File: src/rtl/jt93cx6_if.sv
// jt93cx6_if: bus bundle for the jt93cx6 Microwire EEPROM emulator.
//   Serial side : sclk, sdi, scs (to EEPROM), sdo (from EEPROM)
//   Host side   : host_addr, host_we, host_din (to EEPROM), host_dout (from EEPROM)
//   Status      : dirty (from EEPROM), dirty_clr (to EEPROM)
// slave modport is the EEPROM, master modport is the CPU/host side.
interface jt93cx6_if #(
   parameter int AW = 6,
   parameter int DW = 16
) ();
   logic          sclk;
   logic          sdi;
   logic          scs;
   logic          sdo;
   logic [AW-1:0] host_addr;
   logic          host_we;
   logic [DW-1:0] host_din;
   logic [DW-1:0] host_dout;
   logic          dirty;
   logic          dirty_clr;

   modport slave (
      input  sclk, sdi, scs, host_addr, host_we, host_din, dirty_clr,
      output sdo, host_dout, dirty
   );

   modport master (
      output sclk, sdi, scs, host_addr, host_we, host_din, dirty_clr,
      input  sdo, host_dout, dirty
   );
endinterface

File: src/rtl/jt93cx6.sv
// jt93cx6: Microwire serial EEPROM emulator, 93C46/56/66/86 in x8 or x16.
// Ports:
//   clk    system clock, rising edge
//   rst_n  asynchronous active-low reset
//   bus    jt93cx6_if.slave: serial sclk/sdi/scs -> sdo, host load/dump port
//          (host_addr/host_we/host_din -> host_dout, 1-cycle latency),
//          dirty flag with dirty_clr.
// Optional feature: define JT93CX6_SEQREAD_EN to let READ keep streaming
// consecutive words (address auto-increments with wrap) after the first word.
module jt93cx6 #(
   parameter int AW          = 6,
   parameter int DW          = 16,
   parameter int PROG_CYCLES = 64
) (
   input  logic     clk,
   input  logic     rst_n,
   jt93cx6_if.slave bus
);
   localparam int DEPTH = 2**AW;
   localparam int BUSY  = (PROG_CYCLES > DEPTH) ? PROG_CYCLES : DEPTH;
   localparam int BW    = $clog2(BUSY + 1);
   localparam int CW    = $clog2(((AW > DW) ? AW : DW) + 1);

   typedef enum logic [2:0] {IDLE, OP, ADDR, WDATA, RDATA, WAIT, PROG, READY} st_t;

   st_t           st;
   logic          sclk_r, sclk_l, sdi_r, scs_r;
   logic [1:0]    op;
   logic [AW-1:0] addr;
   logic [DW-1:0] sr;          // write data / read shift register
   logic [CW-1:0] cnt;
   logic [BW-1:0] busy;
   logic          wen;         // write-enable latch (EWEN/EWDS)
   logic          wc;          // a write-class command is waiting for scs fall
   logic          all;         // WRAL/ERAL: sweep every address
   logic          pend;        // serial commit still owed to the array
   logic          sdo_r, dirty_r;
   logic [DW-1:0] hdout_r;

   // Array is never reset; power-up content is all ones like a blank part.
   logic [DW-1:0] mem [DEPTH] = '{default: {DW{1'b1}}};

   logic          rise, ser_we, last_wr, done;
   logic [AW-1:0] a_next;

   assign rise    = sclk_r & ~sclk_l;
   assign a_next  = {addr[AW-2:0], sdi_r};
   // Host port owns the single write port; a colliding serial commit waits.
   assign ser_we  = (st == PROG) && pend && !bus.host_we;
   assign last_wr = ser_we && (!all || (&addr));
   assign done    = (busy == BW'(BUSY - 1)) && !(pend && !last_wr);

   assign bus.sdo       = sdo_r;
   assign bus.dirty     = dirty_r;
   assign bus.host_dout = hdout_r;

   always_ff @(posedge clk) begin
      if (bus.host_we)  mem[bus.host_addr] <= bus.host_din;
      else if (ser_we)  mem[addr]          <= sr;
   end

   always_ff @(posedge clk or negedge rst_n) begin
      if (!rst_n) hdout_r <= '0;
      else        hdout_r <= mem[bus.host_addr];
   end

   always_ff @(posedge clk or negedge rst_n) begin
      if (!rst_n) begin
         sclk_r <= 1'b0; sclk_l <= 1'b0; sdi_r <= 1'b0; scs_r <= 1'b0;
         st     <= IDLE;
         op     <= '0;   addr  <= '0;   sr   <= '0;   cnt  <= '0;  busy <= '0;
         wen    <= 1'b0; wc    <= 1'b0; all  <= 1'b0; pend <= 1'b0;
         sdo_r  <= 1'b1; dirty_r <= 1'b0;
      end else begin
         sclk_r <= bus.sclk;
         sclk_l <= sclk_r;
         sdi_r  <= bus.sdi;
         scs_r  <= bus.scs;
         if (bus.dirty_clr) dirty_r <= 1'b0;   // a set later in this block wins
         case (st)
            IDLE: begin
               sdo_r <= 1'b1; wc <= 1'b0; all <= 1'b0; cnt <= '0;
               if (scs_r && rise && sdi_r) st <= OP;
            end
            OP: if (!scs_r) st <= IDLE;
               else if (rise) begin
                  op  <= {op[0], sdi_r};
                  cnt <= cnt + CW'(1);
                  if (cnt == CW'(1)) begin cnt <= '0; st <= ADDR; end
               end
            ADDR: if (!scs_r) st <= IDLE;
               else if (rise) begin
                  addr <= a_next;
                  cnt  <= cnt + CW'(1);
                  if (cnt == CW'(AW - 1)) begin
                     cnt <= '0;
                     case (op)
                        2'b10: begin st <= RDATA; sdo_r <= 1'b0; sr <= mem[a_next]; end
                        2'b01: begin st <= WDATA; wc <= 1'b1; end
                        2'b11: begin st <= WAIT;  wc <= 1'b1; sr <= '1; end
                        default: case (a_next[AW-1:AW-2])
                           2'b11:   begin st <= WAIT; wen <= 1'b1; end
                           2'b00:   begin st <= WAIT; wen <= 1'b0; end
                           2'b01:   begin st <= WDATA; wc <= 1'b1; all <= 1'b1; addr <= '0; end
                           default: begin st <= WAIT; wc <= 1'b1; all <= 1'b1; addr <= '0; sr <= '1; end
                        endcase
                     endcase
                  end
               end
            WDATA: if (!scs_r) st <= IDLE;
               else if (rise) begin
                  sr  <= {sr[DW-2:0], sdi_r};
                  cnt <= cnt + CW'(1);
                  if (cnt == CW'(DW - 1)) st <= WAIT;
               end
            RDATA: if (!scs_r) st <= IDLE;
               else if (rise) begin
`ifdef JT93CX6_SEQREAD_EN
                  sdo_r <= sr[DW-1];
                  sr    <= {sr[DW-2:0], 1'b0};
                  cnt   <= cnt + CW'(1);
                  // next word follows the last bit directly, no dummy bit
                  if (cnt == CW'(DW - 1)) begin
                     cnt  <= '0;
                     addr <= addr + AW'(1);
                     sr   <= mem[addr + AW'(1)];
                  end
`else
                  if (cnt == CW'(DW)) begin
                     st <= WAIT; sdo_r <= 1'b0;
                  end else begin
                     sdo_r <= sr[DW-1];
                     sr    <= {sr[DW-2:0], 1'b0};
                     cnt   <= cnt + CW'(1);
                  end
`endif
               end
            WAIT: if (!scs_r) begin
                  if (wc && wen) begin
                     st <= PROG; busy <= '0; pend <= 1'b1; dirty_r <= 1'b1; sdo_r <= 1'b0;
                  end else st <= IDLE;
               end
            PROG: begin
               sdo_r <= 1'b0;
               if (busy != BW'(BUSY - 1)) busy <= busy + BW'(1);
               if (ser_we) begin
                  if (all && !(&addr)) addr <= addr + AW'(1);
                  else                 pend <= 1'b0;
               end
               if (done) begin st <= READY; sdo_r <= 1'b1; end
            end
            READY: begin
               sdo_r <= 1'b1;
               if (!scs_r) st <= IDLE;
               else if (rise && sdi_r) begin   // this rise is the next start bit
                  st <= OP; cnt <= '0; wc <= 1'b0; all <= 1'b0;
               end
            end
            default: st <= IDLE;
         endcase
      end
   end
endmodule

File: src/flat_wrapper.sv
// flat-port wrapper written by rule: the top's interface ports become plain ports
module jt93cx6_flat 
#(
   parameter int AW          = 6,
   parameter int DW          = 16,
   parameter int PROG_CYCLES = 64
)
  (clk, rst_n, bus_sclk, bus_sdi, bus_scs, bus_host_addr, bus_host_we, bus_host_din, bus_dirty_clr, bus_sdo, bus_host_dout, bus_dirty);
  jt93cx6_if #(.AW(AW), .DW(DW)) bus_i ();
  input  logic clk;
  input  logic rst_n;
  input wire logic [$bits(bus_i.sclk)-1:0] bus_sclk;
  input wire logic [$bits(bus_i.sdi)-1:0] bus_sdi;
  input wire logic [$bits(bus_i.scs)-1:0] bus_scs;
  input wire logic [$bits(bus_i.host_addr)-1:0] bus_host_addr;
  input wire logic [$bits(bus_i.host_we)-1:0] bus_host_we;
  input wire logic [$bits(bus_i.host_din)-1:0] bus_host_din;
  input wire logic [$bits(bus_i.dirty_clr)-1:0] bus_dirty_clr;
  output wire logic [$bits(bus_i.sdo)-1:0] bus_sdo;
  output wire logic [$bits(bus_i.host_dout)-1:0] bus_host_dout;
  output wire logic [$bits(bus_i.dirty)-1:0] bus_dirty;
  assign bus_i.sclk = bus_sclk;
  assign bus_i.sdi = bus_sdi;
  assign bus_i.scs = bus_scs;
  assign bus_i.host_addr = bus_host_addr;
  assign bus_i.host_we = bus_host_we;
  assign bus_i.host_din = bus_host_din;
  assign bus_i.dirty_clr = bus_dirty_clr;
  assign bus_sdo = bus_i.sdo;
  assign bus_host_dout = bus_i.host_dout;
  assign bus_dirty = bus_i.dirty;
  jt93cx6 #(.AW(AW), .DW(DW), .PROG_CYCLES(PROG_CYCLES)) u_core (.clk(clk), .rst_n(rst_n), .bus(bus_i));
endmodule
File: config.mk
export PLATFORM = sky130hd
export DESIGN_NAME = jt93cx6_flat
export DESIGN_NICKNAME = d
export VERILOG_FILES = /design/src/rtl/jt93cx6_if.sv /design/src/rtl/jt93cx6.sv /design/src/flat_wrapper.sv
export SDC_FILE = /design/constraint.sdc
export NUM_CORES = 1
export LEC_CHECK = 0
export BUFFER_PORTS_ARGS = -buffer_cell sky130_fd_sc_hd__buf_2
export CORE_MARGIN = 2
export CORE_UTILIZATION = 55
export DETAILED_ROUTE_END_ITERATION = 16
export PLACE_DENSITY = 0.77
export SYNTH_ARGS = -nofsm -noshare
export SYNTH_HDL_FRONTEND = slang
export SYNTH_SLANG_ARGS = --single-unit
export TNS_END_PERCENT = 5
File: constraint.sdc
create_clock -name clk -period 5.81 [get_ports clk]
set_input_delay 0.581 -clock clk [delete_from_list [all_inputs] [get_ports clk]]
set_output_delay 0.581 -clock clk [all_outputs]
set_load 0.02 [all_outputs]
==> metrics <==
area leader, netlist edfxtp_1; Syn Area/Cell 18.91 um^2; Cell Rows 111; sequential share of the synthesized area 0.6338; pre-CTS WS 1.089 ns; gr usage total 0.3201; wire length per cell 37.00 um; overall power 19.07 mW; Final Hold Vio Count 0; largest net degree at the start of global routing 128; Setup TNS Final 0 ns; RSZ-0062 raised after global routing no; Async SR Flop Fraction 0.05969; area fraction of the dominant cell type after synthesis 0.6020; vias per cell 7.407; DRC errors left 0; clock buffer depth 3; gr ovfl total 0; synth warn 0; Peak VDD IR 0.0002318 V; TritonRoute pass-1 iters 6; Max Freq 232.6 MHz; die width 308.8 um; ys flop type edfxtp_1; Clk pin slew, worst setup/hold paths 0.06 ns; number of synthesized flops with an enable pin 1024; first-pass GRT wire length 215500 um; Diodes inserted 0; pwr dens 338.5 nW/um^2; CTS buffer count 106; area grow syn2layout 10.26%; fin crit period 4.299 ns; Util after Layout 0.6135; Detail Placement HPWL 93640 um; syn_nets 2742; Leak 17.55 nW; total core area 91800 um^2; share of layout cells above drive strength 1 0.3230; H-Tree Depth 3; Cell Area, Synth 51080 um^2; synthesized instance count 2702; status finished, violations left; Final Skew 0.02342 ns; Synth top cells by count 1024 x edfxtp_1, 529 x mux4_2, 196 x mux2i_1; total setup buffers inserted after CTS 0; WP data required 6.10 ns; vias in the first global route 29680; CTS tree yes; min-delay worst type in -> async; gpl congestion 0.9582; CTS Sinks 1089; worst hold slack 0.04769 ns; # Max-Cap Violations 1; Final Setup Violations 0; worst reg2reg setup slack 1.51 ns; final cycle utilization of the critical path 0.7399; Final Slew Violations 0; slew margin rel. 0.01078; initial DRC count 5274; Worst setup SP type register; die area 95330 um^2; worst-path fanout max 25; Synth cell types 70; Total Wirelength 150700 um; Net count, final 2779; IO buf count 46; Setup crit end kind register; DIE HEIGHT 308.8 um; Root Buffer Master clkbuf_16; kind of critical path reg -> reg; Least-Margin Pin Slew 1.475 ns; Crit path arrival time 4.59 ns; IO Count 47; fin worst setup slack 1.511 ns; Vias 30170; failing checks capacitance limit; Detail Route Antenna Nets 0; Initial Util 0.5564; Seq cells post-synth 1089; ranking of synthesized cells by area edfxtp_1 60%, mux4_2 23%, mux2i_1 3.8%, dfrtp_1 3.1%, nor2_1 0.91%; antenna violations before repair 7; most common cell in the netlist edfxtp_1; clk_lat worst skew 0.69 ns
logic make-up (layout without fill, tap and decap cells):
group                      after synthesis  in the layout  synth area share
adders and majority gates               11             11          0.002694
muxes                                  740            740            0.2749
buffers and inverters                  213            341           0.01925
and+or+nand+nor                        357            357           0.03294
DFF                                   1089           1089            0.6338
AOI/OAI and AO/OA                      287            287           0.03549
xor gates and xnor gates                 5              5         0.0008572
path summary, 6_finish.rpt:
path,end,cells after the start,startpoint
max reg2reg,u_core.mem[9][12],5,u_core.st[2]
min,u_core.sdi_r,1,rst_n
min reg2reg,u_core.sclk_l,0,u_core.sclk_r
min in group clk,u_core.bus.dirty,2,bus_dirty_clr
max in group asynchronous,u_core.addr[1],1,rst_n
max,u_core.mem[9][12],5,u_core.st[2]
registers in the layout, summed over array words and instances, names as in the netlist, 2 cells and up:
name,cells
u_core.mem,1024
u_core.bus.host_dout,16
u_core.sr,16
u_core.busy,7
u_core.addr,6
u_core.cnt,5
u_core.st,3
u_core.op,2
critical path: stages (launching register included):
cell and delay, ns:
dfrtp_1 0.84, and3b_1 0.43, and3_1 0.61, a22o_1 0.30, nand2_1 0.52, nor2_2 1.17
stage by stage:
step | cells | cell area [um^2]
detailed placement | 3871 | 52880
floorplan | 2702 | 51080
finish | 4073 | 56320
global route | 4073 | 56320
global placement | 3871 | 52880
CTS | 4073 | 56310
final cells by class:
class,count,area [um^2]
clock inverters,71,655.6
inverters,14,52.55
fillers,6224,35480
flip-flops and latches,1089,32390
clock buffers,128,2745
well taps,1243,1555
multi-input cells,1400,17930
repair buffers,128,993.5
per-layer routing:
layer,share of wire,vias to the layer above,track usage
li1,-,11560,-
met1,0.34,15610,0.4271
met2,0.47,2574,0.4895
met3,0.14,425,0.1049
met4,0.048,8,0.1356
met5,0.00036,-,0
power by group:
part	total, mW	switching (mW)	leakage (nW)	internal [mW]
sequential	9.07	0.271	9.98	8.80
combinational	3.14	1.99	5.90	1.15
clock	6.86	3.00	1.67	3.86
total	19.1	5.26	17.6	13.8
repair_timing:
| item | 4_1_cts | 5_1_grt |
|---|---|---|
| hold buffers | 3 | 0 |
| gates resized for setup | 0 | 0 |
| endpoints found under the hold margin | 3 | 0 |
layout by cell type (no fill, tap or decap), types with 5 or more instances in the layout:
cell type   netlist  routed
buf_4            28      73
clkinvlp_4        0       5
nand2_1          99      84
o21ai_1           8       8
nor2b_1          23      23
inv_6             0       6
nor2_1          124      65
ha_1             11      11
mux4_2          529     529
clkinv_1          2      24
clkbuf_16         0     106
clkinv_2          0      25
bufinv_16         0      11
mux2i_1         196     196
nor2_2            0      59
o21ai_0          39      38
a211oi_1         21      21
xor2_1            5       5
a22oi_1          14      14
nand4_1           6       6
or3_1             8       8
buf_12            0       9
a21oi_1          67      67
dfrtp_1          64      60
o31ai_1          23      23
nand2_2           0      15
and3_1            6       6
edfxtp_1       1024    1024
mux2_2           15      15
clkbuf_1        102      21
nand3_1          17      17
o22ai_1          60      60
nor3_1           26      26
a31oi_1          16      16
buf_2            51      41
nand2b_1         15      15
inv_1            12      12
(Power assumes the default switching activity.)
